## config.mk

```make
export PLATFORM = sky130hd
export DESIGN_NAME = vga_draw_arbiter
export DESIGN_NICKNAME = d
export VERILOG_FILES = /design/src/rtl/vga_draw_pkg.sv /design/src/rtl/rect_raster_cursor.sv /design/src/rtl/vga_draw_arbiter.sv
export SDC_FILE = /design/constraint.sdc
export NUM_CORES = 1
export LEC_CHECK = 0
export CORE_MARGIN = 5
export CORE_UTILIZATION = 48
export CTS_CLUSTER_SIZE = 14
export DETAILED_ROUTE_END_ITERATION = 16
export GPL_ROUTABILITY_DRIVEN = 1
export PLACE_DENSITY = 0.83
export SYNTH_ARGS = -nofsm -noshare
export SYNTH_HDL_FRONTEND = slang
export SYNTH_SLANG_ARGS = --single-unit
export TNS_END_PERCENT = 100
```

## constraint.sdc

```tcl
create_clock -name CLOCK_50 -period 2.2 [get_ports CLOCK_50]
set_clock_uncertainty 0.15 [all_clocks]
set_input_delay 0.44 -clock CLOCK_50 [delete_from_list [all_inputs] [get_ports CLOCK_50]]
set_output_delay 0.44 -clock CLOCK_50 [all_outputs]
set_load 0.01 [all_outputs]
```

## src/rtl/vga_draw_pkg.sv

```systemverilog
// Shared widths, screen limits and FSM encoding for the image RAM write-port arbiter.
package vga_draw_pkg;

    localparam int XW = 8;
    localparam int YW = 7;
    localparam int CW = 3;

    localparam logic [XW-1:0] X_MAX = 8'd159;
    localparam logic [YW-1:0] Y_MAX = 7'd119;

    typedef enum logic [1:0] {
        IDLE = 2'd0,
        FILL = 2'd1,
        DONE = 2'd2
    } state_t;

endpackage

```

## src/rtl/rect_raster_cursor.sv

```systemverilog
// Normalises and clips a rectangle, then walks a raster cursor over it one pixel per advance.
module rect_raster_cursor
    import vga_draw_pkg::*;
(
    input  logic          clk,
    input  logic          resetn,
    input  logic          load,
    input  logic          advance,
    input  logic [XW-1:0] x0,
    input  logic [XW-1:0] x1,
    input  logic [YW-1:0] y0,
    input  logic [YW-1:0] y1,
    output logic [XW-1:0] cur_x,
    output logic [YW-1:0] cur_y,
    output logic          empty,
    output logic          last
);

    logic [XW-1:0] xmin_c, xmax_c;
    logic [YW-1:0] ymin_c, ymax_c;
    logic [XW-1:0] xmin_q, xmax_q;
    logic [YW-1:0] ymax_q;

    always_comb begin
        xmin_c = (x0 < x1) ? x0 : x1;
        xmax_c = (x0 < x1) ? x1 : x0;
        ymin_c = (y0 < y1) ? y0 : y1;
        ymax_c = (y0 < y1) ? y1 : y0;
        // Clamping the far corner keeps the cursor from ever stepping off screen.
        if (xmax_c > X_MAX) xmax_c = X_MAX;
        if (ymax_c > Y_MAX) ymax_c = Y_MAX;
    end

    assign empty = (xmin_c > X_MAX) || (ymin_c > Y_MAX);
    assign last  = (cur_x == xmax_q) && (cur_y == ymax_q);

    always_ff @(posedge clk) begin
        if (!resetn) begin
            xmin_q <= '0;
            xmax_q <= '0;
            ymax_q <= '0;
            cur_x  <= '0;
            cur_y  <= '0;
        end else if (load) begin
            xmin_q <= xmin_c;
            xmax_q <= xmax_c;
            ymax_q <= ymax_c;
            cur_x  <= xmin_c;
            cur_y  <= ymin_c;
        end else if (advance && !last) begin
            if (cur_x == xmax_q) begin
                cur_x <= xmin_q;
                cur_y <= cur_y + 1'b1;
            end else begin
                cur_x <= cur_x + 1'b1;
            end
        end
    end

endmodule

```

## src/rtl/vga_draw_arbiter.sv

```systemverilog
// Shares the image RAM write port between a key-driven pixel writer and a rectangle-fill engine.
// Handshake: man_req is a level whose rising edge posts one write; fill_start is a one-cycle pulse honoured only in IDLE.
module vga_draw_arbiter
    import vga_draw_pkg::*;
(
    input  logic          CLOCK_50,
    input  logic          resetn,
    input  logic          man_req,
    input  logic [XW-1:0] man_x,
    input  logic [YW-1:0] man_y,
    input  logic [CW-1:0] man_color,
    input  logic          fill_start,
    input  logic [XW-1:0] fill_x0,
    input  logic [XW-1:0] fill_x1,
    input  logic [YW-1:0] fill_y0,
    input  logic [YW-1:0] fill_y1,
    input  logic [CW-1:0] fill_color,
    output logic          busy,
    output logic          done,
    output logic          we,
    output logic [XW-1:0] xw,
    output logic [YW-1:0] yw,
    output logic [CW-1:0] din,
    output state_t        dbg_state
);

    state_t        state, state_next;
    logic          man_req_q, man_pend;
    logic [XW-1:0] man_x_q;
    logic [YW-1:0] man_y_q;
    logic [CW-1:0] man_c_q, fill_c_q;

    logic          load, advance, box_empty, box_last;
    logic [XW-1:0] cur_x;
    logic [YW-1:0] cur_y;

    logic          we_next, busy_next, done_next;
    logic [XW-1:0] xw_next;
    logic [YW-1:0] yw_next;
    logic [CW-1:0] din_next;

    rect_raster_cursor u_cursor (
        .clk     (CLOCK_50),
        .resetn  (resetn),
        .load    (load),
        .advance (advance),
        .x0      (fill_x0),
        .x1      (fill_x1),
        .y0      (fill_y0),
        .y1      (fill_y1),
        .cur_x   (cur_x),
        .cur_y   (cur_y),
        .empty   (box_empty),
        .last    (box_last)
    );

    // Edges arriving while a write is still pending are dropped so the first latched pixel wins.
    always_ff @(posedge CLOCK_50) begin
        if (!resetn) begin
            man_req_q <= 1'b0;
            man_pend  <= 1'b0;
            man_x_q   <= '0;
            man_y_q   <= '0;
            man_c_q   <= '0;
        end else begin
            man_req_q <= man_req;
            if (man_pend) begin
                man_pend <= 1'b0;
            end else if (man_req && !man_req_q) begin
                man_pend <= 1'b1;
                man_x_q  <= man_x;
                man_y_q  <= man_y;
                man_c_q  <= man_color;
            end
        end
    end

    always_comb begin
        state_next = state;
        load       = 1'b0;
        advance    = 1'b0;
        we_next    = 1'b0;
        busy_next  = 1'b0;
        done_next  = 1'b0;
        xw_next    = xw;
        yw_next    = yw;
        din_next   = din;

        // A pending manual write owns the port this cycle; off-screen pixels are silently dropped.
        if (man_pend) begin
            we_next  = (man_x_q <= X_MAX) && (man_y_q <= Y_MAX);
            xw_next  = man_x_q;
            yw_next  = man_y_q;
            din_next = man_c_q;
        end

        case (state)
            IDLE: begin
                if (fill_start) begin
                    load       = 1'b1;
                    state_next = box_empty ? DONE : FILL;
                end
            end
            FILL: begin
                busy_next = 1'b1;
                if (!man_pend) begin
                    we_next  = 1'b1;
                    xw_next  = cur_x;
                    yw_next  = cur_y;
                    din_next = fill_c_q;
                    advance  = 1'b1;
                    if (box_last) state_next = DONE;
                end
            end
            DONE: begin
                done_next  = 1'b1;
                state_next = IDLE;
            end
            default: state_next = IDLE;
        endcase
    end

    always_ff @(posedge CLOCK_50) begin
        if (!resetn) begin
            state    <= IDLE;
            fill_c_q <= '0;
            we       <= 1'b0;
            busy     <= 1'b0;
            done     <= 1'b0;
            xw       <= '0;
            yw       <= '0;
            din      <= '0;
        end else begin
            state <= state_next;
            if (load) fill_c_q <= fill_color;
            we    <= we_next;
            busy  <= busy_next;
            done  <= done_next;
            xw    <= xw_next;
            yw    <= yw_next;
            din   <= din_next;
        end
    end

    assign dbg_state = state;

endmodule
```

==> results of run 1 <==
-- worst max-delay path: stages --
cell and delay [ns]:
dlygate4sd2_1 0.28, ha_4 0.30, nand4_1 0.13, o31ai_4 0.34, buf_6 0.19, mux2_4 0.32
o21ai_4 0.17, a211oi_2 0.06
-- repair_timing --
| action | 4_1_cts | 5_1_grt |
|---|---|---|
| pin swaps | 16 | 11 |
| resized for setup | 56 | 27 |
| cloned | 1 | 0 |
| setup endpoints to repair | 40 | 23 |
| buffers inserted | 9 | 0 |
| endpoints found under the hold margin | 0 | 0 |
-- power by group through the flow --
stage,combinational (uW),sequential [uW],clock (uW)
finish,1260,1780,1340
global route,1360,1800,1430
CTS,1200,1780,1350
detailed placement,1120,1810,0
global placement,1090,1810,0
floorplan,687,1790,0
-- flip-flops by register name, summed over array words and instances, names as in the netlist, 2 cells and up, named ones only --
| register | count |
|---|---|
| yw | 5 |
| u_cursor.xmin_q | 8 |
| man_c_q | 3 |
| u_cursor.cur_x | 8 |
| xw | 4 |
| u_cursor.xmax_q | 8 |
| fill_c_q | 3 |
| u_cursor.cur_y | 7 |
| man_y_q | 7 |
| din | 3 |
| u_cursor.ymax_q | 7 |
| man_x_q | 8 |
| dbg_state | 2 |
-- cells in the final DEF (no fill, tap or decap), types with 6 or more instances in the layout --
cell              n
a211oi_1          8
a21oi_1          56
a21oi_2          10
buf_4            62
clkbuf_8         10
clkdlybuf4s50_1  54
dfxtp_1          84
dlygate4sd2_1    18
ha_4              8
inv_1            11
inv_2             7
mux2i_1          32
nand2_1          59
nand3_1          14
nand4_1           8
nor2_1           66
nor3_1            6
o21ai_0          14
xnor2_1          17
xor2_1            7
-- final timing paths --
| kind | start | endpoint | cells after the start | slack (ns) |
|---|---|---|---|---|
| setup reg to reg | u_cursor.cur_x[5]$_SDFFE_PN0P_ | u_cursor.cur_x[1]$_SDFFE_PN0P_ | 7 | 0.15 |
| setup / recovery | fill_x0[7] | u_cursor.cur_x[0]$_SDFFE_PN0P_ | 8 | 0.06 |
| hold / removal | man_x_q[4]$_SDFFE_PN0P_ | man_x_q[4]$_SDFFE_PN0P_ | 2 | 0.31 |
| hold reg to reg | man_x_q[4]$_SDFFE_PN0P_ | man_x_q[4]$_SDFFE_PN0P_ | 2 | 0.31 |
-- stage by stage --
stage / total power, uW / TNS, ns / hold WS (ns) / std cells / util [%]
6_report: 4380 / 0 / 0.310 / 768 / 70.5
5_1_grt: 4590 / 0 / 0.336 / 768 / 70.5
4_1_cts: 4340 / 0 / 0.311 / 768 / 69.3
3_5_place_dp: 2940 / -21.78 / 0.300 / 742 / 64.1
3_3_place_gp: 2900 / -18.57 / 0.298 / 742 / 64.1
2_1_floorplan: 2480 / 0 / 0.286 / 530 / -
-- cells by family after synthesis --
family | synth area share (%)
and+or+nand+nor | 17.8
AOI/OAI and AO/OA | 20.1
muxes | 9.56
adders and majority gates | 4.28
buffers and inverters | 5.16
DFF | 38.3
xor gates and xnor gates | 4.79
-- layer usage --
layer	vias up	part of all wire, %	global-route usage [%]
met2	181	51	39.6
met3	28	6.4	5.07
met5	-	0	0
met4	0	2.1	7.03
li1	2111	-	-
met1	2039	40	26.2
-- cell type report --
| cell class | instances | area, um2 |
|---|---|---|
| inverters | 19 | 71.3 |
| fillers | 653 | 2600 |
| flip-flops and latches | 84 | 1680 |
| multi-input cells | 393 | 2710 |
| repair buffers | 148 | 1360 |
| clock buffers | 10 | 138 |
| clock inverters | 6 | 111 |
| well taps | 108 | 135 |
==> impl_metrics.py, run 1 <==
metrics = {
    "yosys": {
        "yosys-top-cells-area": "dfxtp_1, mux2i_1, a21oi_1",
        "yosysTopAreaCell": "dfxtp_1",
        "synth_edf_count": 0,
        "syn-cell-area_um2": 4390,
        "ys.flop_type": "dfxtp_1",
        "ys_seq_area_share_pct": 38.3,
        "synth_top_area_share_pct": 38.3,
        "yosys_register_bits": 84,
        "synth_most_common_cell": "dfxtp_1",
        "async_flop_share_pct": 0,
        "synth.distinct_cells": 54,
        "synthCells": 530,
        "ys_warn_count": 0,
        "postSynthAreaPerCell_um2": 8.28,
        "synthTopCellsByCount": "dfxtp_1, nor2_1, a21oi_1",
        "syn_nets": 600,
    },
    "cells_and_area": {
        "finalNetCount": 725,
        "fin_area_um2": 6200,
        "area_growth_pct": 41.4,
        "diodes": 0,
        "drive_gt1_share_pct": 21.2,
    },
    "critical_path": {
        "crit_type": "input port to flop",
        "endpoint_kind": "flop",
        "worstSetupStartpointType": "input port",
        "path_max_fanout": 8,
        "critPathArrivalTime_ns": 2.24,
        "required_ns": 2.29,
    },
    "cts": {
        "cts_buffers": 9,
        "htree_levels": 3,
        "cts_buffer_depth": 2,
        "ctsHoldBuffers": 0,
        "root_buffer": "clkbuf_8",
        "numClockSinks": 84,
        "cts_tree": "yes",
        "clk_pin_slew_worst_paths_ns": 0.08,
        "insertion_delay_ns": 0.35,
    },
    "drt": {
        "drt_iter0_markers": 233,
        "vias": 4359,
        "drt-pass1-iter-count": 5,
        "vias_per_cell": 5.68,
        "routed_wl_um": 12600,
        "ant_nets": 0,
        "wl_per_cell_um": 16.4,
        "drc": 0,
    },
    "placed_design": {
        "dp_worst_setup_slack_ns": -0.686,
        "place.gp.congestion": 0.818,
        "portBuffers": 77,
        "place_hpwl_um": 8730,
        "placed_cell_area_um2": 5650,
    },
    "power_and_ir_drop": {
        "power.internal_uw": 3070,
        "pwr-share-comb_pct": 28.7,
        "switchingPower_uw": 1320,
        "power_leakage_uw": 0.00264,
        "powerDensity_nw_per_um2": 706,
        "ir_worst_vdd_uv": 403,
        "p_sw_share_pct": 30.0,
        "seqPwrFrac_pct": 40.7,
        "pwr-share-clk_pct": 30.6,
    },
    "sta": {
        "rsz0062_at_grt": "false",
        "final-setup-viol-count": 0,
        "timing.final.crit_share_pct": 97.4,
        "fin_ws_ns": 0.0576,
        "hold_violations": 0,
        "fin_crit_ns": 2.14,
        "fmax_mhz": 467,
        "timing.slew.headroom_pct": 67.8,
        "tightest_slew_ns": 0.478,
        "finalMaxSlewViolations": 0,
    },
    "floorplanning": {
        "row_count": 34,
        "initial_core_util_pct": 49.8,
        "die-area_um2": 11200,
        "die_w_um": 106,
        "fp.coreArea_um2": 8810,
        "io_pins": 78,
        "fp.dieH_um": 106,
    },
    "hold_path": {
        "holdCritPathClass": "flop to flop",
    },
    "grt": {
        "grt_antenna_before_repair": 0,
        "grt_max_degree": 48,
        "grt_use_total_pct": 22.1,
        "overflow": 0,
        "grt_pass1_vias": 4375,
        "grt_pass1_wl_um": 20400,
    },
    "status": {
        "status": "complete, no violations",
    },
    "flow_run": {
        "maxCapViolations": 0,
    },
}
No activity file was read; power rests on OpenSTA's default activity.
==> run 2, diff against run 1 <==
--- a/config.mk
+++ b/config.mk
@@ -11,6 +11,7 @@
 export DETAILED_ROUTE_END_ITERATION = 16
 export GPL_ROUTABILITY_DRIVEN = 1
 export PLACE_DENSITY = 0.83
+export SKIP_LAST_GASP = 1
 export SYNTH_ARGS = -nofsm -noshare
 export SYNTH_HDL_FRONTEND = slang
 export SYNTH_SLANG_ARGS = --single-unit
==> impl_metrics.py, run 2 (synthesized netlist as in run 1, its figures left out) <==
metrics = {
    "critical_path": {
        "required_ns": 2.29,
        "crit_type": "input port to flop",
        "critical_path_buf_inv_count": 2,
        "critPathArrivalTime_ns": 2.23,
        "endpoint_kind": "flop",
        "path_max_fanout": 8,
        "crit_chain": "dlygate4sd2_1 -> ha_4 -> nand4_1 -> o31ai_4 -> buf_6 -> mux2_4 -> o21ai_4 -> a211oi_2",
        "slowest_stage": "o31ai_4",
        "path_delay_family": "compound AO/OA/AOI/OAI gates",
        "cpPeakStageDelay_ns": 0.34,
        "worstSetupStartpointType": "input port",
    },
    "sta": {
        "tightest_slew_ns": 0.469,
        "rsz0062_at_grt": "false",
        "fin_crit_ns": 2.14,
        "fmax_mhz": 467,
        "finalMaxSlewViolations": 0,
        "tns_ns": 0,
        "final-setup-viol-count": 0,
        "hold_violations": 0,
        "fin_ws_ns": 0.0570,
        "timing.final.crit_share_pct": 97.4,
        "timing.slew.headroom_pct": 68.4,
    },
    "cells_and_area": {
        "diodes": 0,
        "final_cell_mix": "dfxtp_1, nor2_1, buf_4",
        "drive_gt1_share_pct": 20.9,
        "final_common_cell": "dfxtp_1",
        "fin_cells": 768,
        "area_growth_pct": 41.2,
        "finalNetCount": 725,
    },
    "floorplanning": {
        "fp.dieH_um": 106,
        "io_pins": 78,
        "die-area_um2": 11200,
        "die_w_um": 106,
        "initial_core_util_pct": 49.8,
        "row_count": 34,
        "fp.coreArea_um2": 8810,
    },
    "drt": {
        "routed_wl_um": 12600,
        "drc": 0,
        "ant_nets": 0,
        "vias": 4330,
        "drt_iter0_markers": 256,
        "wl_per_cell_um": 16.4,
        "vias_per_cell": 5.64,
        "drt-pass1-iter-count": 5,
    },
    "grt": {
        "overflow": 0,
        "grt_use_total_pct": 22.1,
        "grt_pass1_wl_um": 20300,
        "grt_max_degree": 48,
        "grt_pass1_vias": 4362,
        "grt_antenna_before_repair": 0,
    },
    "placed_design": {
        "place_hpwl_um": 8730,
        "dp.cells": 742,
        "dp_worst_setup_slack_ns": -0.686,
        "portBuffers": 77,
        "place.gp.congestion": 0.818,
    },
    "cts": {
        "root_buffer": "clkbuf_8",
        "htree_levels": 3,
        "cts_buffer_depth": 2,
        "cts_tree": "yes",
        "cts_buffers": 9,
        "numClockSinks": 84,
        "insertion_delay_ns": 0.35,
        "clk_pin_slew_worst_paths_ns": 0.08,
    },
    "power_and_ir_drop": {
        "ir_worst_vdd_uv": 404,
        "powerDensity_nw_per_um2": 706,
        "power_leakage_uw": 0.00265,
    },
    "status": {
        "status": "complete, no violations",
    },
    "flow_run": {
        "maxCapViolations": 0,
    },
    "hold_path": {
        "holdCritPathClass": "flop to flop",
    },
}
run 2: cell count changes in the layout (fill, tap and decap cells not counted):
| cell | previous run | this run |
|---|---|---|
| dlymetal6s2s_1 | 5 | 6 |
| buf_2 | 0 | 1 |
| a21oi_2 | 10 | 9 |
| a21oi_1 | 56 | 57 |
| o21ai_1 | 4 | 5 |
| dlygate4sd2_1 | 18 | 17 |
| buf_6 | 5 | 4 |
| o21ai_2 | 3 | 2 |
run 2: report_power, final:
group / switching (uW) / leakage [uW] / internal, uW
clock: 554 / 0.000122 / 785
combinational: 634 / 0.00184 / 617
sequential: 122 / 0.000691 / 1660
total: 1310 / 0.00265 / 3060
run 2: final timing paths:
check,slack [ns],cells after the start,to,startpoint
setup / recovery,0.06,8,u_cursor.cur_x[0]$_SDFFE_PN0P_,fill_x0[7]
hold reg to reg,0.31,2,man_x_q[4]$_SDFFE_PN0P_,man_x_q[4]$_SDFFE_PN0P_
hold / removal,0.31,2,man_x_q[4]$_SDFFE_PN0P_,man_x_q[4]$_SDFFE_PN0P_
setup reg to reg,0.15,7,u_cursor.cur_x[2]$_SDFFE_PN0P_,u_cursor.cur_x[5]$_SDFFE_PN0P_
run 2: worst register-to-register path, stage by stage (launching register included):
cell     delay [ns]
dfxtp_1        0.48
xnor2_1        0.17
nand4_1        0.18
nor2_4         0.17
buf_12         0.17
a21oi_2        0.07
or2_1          0.29
o221a_1        0.28
run 2: per-stage QoR:
step / power, uW / utilization (%) / area (um2) / hold slack (ns)
after detailed placement: 2940 / 64.1 / 5650 / 0.300
after global routing: 4580 / 70.3 / 6190 / 0.336
after global placement: 2900 / 64.1 / 5650 / 0.298
after floorplan: 2480 / - / 4390 / 0.286
final: 4370 / 70.3 / 6190 / 0.310
after CTS: 4340 / 69.3 / 6100 / 0.311
run 2: area by class of cell:
class,count,area (um2)
multi-input combinational,393,2700
fill,652,2610
sequential,84,1680
timing repair buffer,148,1360
clock buffer,10,138
tap,108,135
clock inverter,6,111
inverter,19,71.3
run 2: routing by layer:
metal,up-vias,wire length [um],global-route usage (%)
met4,0,266,6.75
li1,2109,-,-
met3,31,722,5.07
met2,165,6410,39.6
met5,-,0,0
met1,2025,5160,26.2
run 2: what timing repair did:
action,in CTS,in global routing
hold endpoints to repair,0,0
setup endpoints to repair,40,30
resized for setup,55,24
hold buffers,0,0
cloned,1,0
pin swaps,16,12
buffers inserted,9,0
==> run 3, diff against run 2 <==
--- a/config.mk
+++ b/config.mk
@@ -11,6 +11,7 @@
 export DETAILED_ROUTE_END_ITERATION = 16
 export GPL_ROUTABILITY_DRIVEN = 1
 export PLACE_DENSITY = 0.83
+export SKIP_CTS_REPAIR_TIMING = 1
 export SKIP_LAST_GASP = 1
 export SYNTH_ARGS = -nofsm -noshare
 export SYNTH_HDL_FRONTEND = slang
==> impl_metrics.py, run 3 (synthesized netlist as in run 1, its figures left out) <==
metrics = {
    "critical_path": {
        "critPathArrivalTime_ns": 2.35,
        "reg2reg_depth": 7,
        "path_max_fanout": 8,
        "r2r_start": "u_cursor.cur_x[1]$_SDFFE_PN0P_",
        "endpoint_kind": "flop",
        "r2r_slack_ns": 0.13,
        "crit_path_frequent_cell": "a21oi_2",
        "required_ns": 2.29,
        "slowest_stage": "clkdlybuf4s50_1",
        "cpPeakStageDelay_ns": 0.56,
        "crit_chain": "clkdlybuf4s50_1 -> ha_4 -> a21oi_2 -> o21ai_2 -> a21oi_2 -> buf_6 -> buf_4 -> mux2i_1 -> a211oi_1",
        "crit_type": "input port to flop",
        "critical_path_buf_inv_count": 3,
        "r2r_end": "u_cursor.cur_x[2]$_SDFFE_PN0P_",
        "path_delay_family": "buffers and inverters",
        "worstSetupStartpointType": "input port",
    },
    "floorplanning": {
        "die-area_um2": 11200,
        "fp.dieH_um": 106,
        "initial_core_util_pct": 49.8,
        "fp.coreArea_um2": 8810,
        "die_w_um": 106,
        "io_pins": 78,
        "row_count": 34,
    },
    "sta": {
        "timing.final.crit_share_pct": 103,
        "final-setup-viol-count": 5,
        "finalMaxSlewViolations": 0,
        "hold_violations": 0,
        "tightest_slew_ns": 0.534,
        "rsz0062_at_grt": "true",
        "tns_ns": -0.0923,
        "timing.slew.headroom_pct": 64.0,
        "fin_ws_ns": -0.0604,
        "fin_crit_ns": 2.26,
        "fmax_mhz": 442,
    },
    "placed_design": {
        "portBuffers": 77,
        "place.gp.congestion": 0.818,
        "place_hpwl_um": 8730,
        "placed_cell_area_um2": 5650,
    },
    "power_and_ir_drop": {
        "switchingPower_uw": 1330,
        "pwr-share-comb_pct": 29.0,
        "power.internal_uw": 3080,
        "power_leakage_uw": 0.00274,
        "p_sw_share_pct": 30.1,
        "seqPwrFrac_pct": 40.5,
        "powerDensity_nw_per_um2": 704,
        "ir_worst_vdd_uv": 410,
        "pwr-share-clk_pct": 30.5,
    },
    "hold_path": {
        "hp-start": "man_x_q[4]$_SDFFE_PN0P_",
        "min_to": "man_x_q[4]$_SDFFE_PN0P_",
        "hold_depth": 2,
        "holdCritPathClass": "flop to flop",
    },
    "drt": {
        "vias": 4304,
        "drc": 0,
        "drt-pass1-iter-count": 5,
        "drt_iter0_markers": 239,
        "vias_per_cell": 5.63,
        "ant_nets": 0,
        "routed_wl_um": 12600,
        "wl_per_cell_um": 16.5,
    },
    "grt": {
        "grt_max_degree": 48,
        "grt_antenna_before_repair": 0,
        "grt_use_total_pct": 21.0,
        "overflow": 0,
        "grt_pass1_vias": 4185,
        "grt_pass1_wl_um": 19400,
    },
    "cts": {
        "htree_levels": 3,
        "clk_pin_slew_worst_paths_ns": 0.08,
        "root_buffer": "clkbuf_8",
        "cts_buffer_depth": 2,
        "cts_buffers": 9,
        "insertion_delay_ns": 0.35,
        "numClockSinks": 84,
        "cts_tree": "yes",
    },
    "cells_and_area": {
        "fin_area_um2": 6250,
        "finalNetCount": 721,
        "fill_cells": 641,
        "final_cell_mix": "dfxtp_1, nor2_1, nand2_1, buf_4, clkdlybuf4s50_1",
        "final_common_cell": "dfxtp_1",
        "area_growth_pct": 42.5,
        "drive_gt1_share_pct": 21.6,
        "diodes": 0,
    },
    "status": {
        "failed_checks": "setup timing",
        "status": "finished, violations left",
    },
    "flow_run": {
        "maxCapViolations": 0,
    },
}
run 3: how the worst max path moves through the flow:
stage                                           end  slack (ns)  cells after the start        from
floorplan            u_cursor.cur_x[6]$_SDFFE_PN0P_        0.02                      8  fill_x1[7]
finish              u_cursor.ymax_q[4]$_SDFFE_PN0P_       -0.06                      9  fill_y0[6]
global placement     u_cursor.cur_x[0]$_SDFFE_PN0P_       -0.59                     10  fill_x1[5]
detailed placement   u_cursor.cur_x[0]$_SDFFE_PN0P_       -0.69                     10  fill_x1[7]
global route        u_cursor.ymax_q[3]$_SDFFE_PN0P_       -0.10                     10  fill_y0[6]
CTS                  u_cursor.cur_x[0]$_SDFFE_PN0P_       -0.34                     10  fill_x1[7]
run 3: cell type report:
type                       instances  area [um2]  share of cell area (%)
multi-input combinational        393        2730                    43.7
sequential                        84        1680                    26.9
timing repair buffer             144        1380                    22.1
clock buffer                      10         138                    2.20
tap                              108         135                    2.16
clock inverter                     6         111                    1.78
inverter                          19        71.3                    1.14
run 3: per-layer routing:
metal | vias up | global-route usage [%] | wire length [um]
li1 | 2097 | - | -
met1 | 2019 | 25.3 | 5180
met2 | 161 | 36.9 | 6510
met3 | 27 | 5.13 | 668
met4 | 0 | 6.11 | 272
met5 | - | 0 | 0
run 3: power by group through the flow:
stage                     clock (uW)  sequential, uW  combinational (uW)
final                           1340            1780                1280
after global routing            1430            1800                1380
after CTS                       1350            1780                1140
after detailed placement           0            1810                1120
after global placement             0            1810                1090
after floorplan                    0            1790                 687
run 3: through the flow:
stage / total power, uW / worst slack, ns / hold WS [ns] / utilization, % / std cells
6_report: 4400 / -0.0604 / 0.311 / 71.0 / 764
5_1_grt: 4610 / -0.102 / 0.336 / 71.0 / 764
4_1_cts: 4270 / -0.344 / 0.311 / 66.9 / 758
3_5_place_dp: 2940 / -0.686 / 0.300 / 64.1 / 742
3_3_place_gp: 2900 / -0.595 / 0.298 / 64.1 / 742
2_1_floorplan: 2480 / 0.0192 / 0.286 / - / 530
run 3: tightest hold or removal path: stages (launching register included):
cell and delay [ns]:
dfxtp_1 0.32, nand2_1 0.05, a21oi_1 0.05
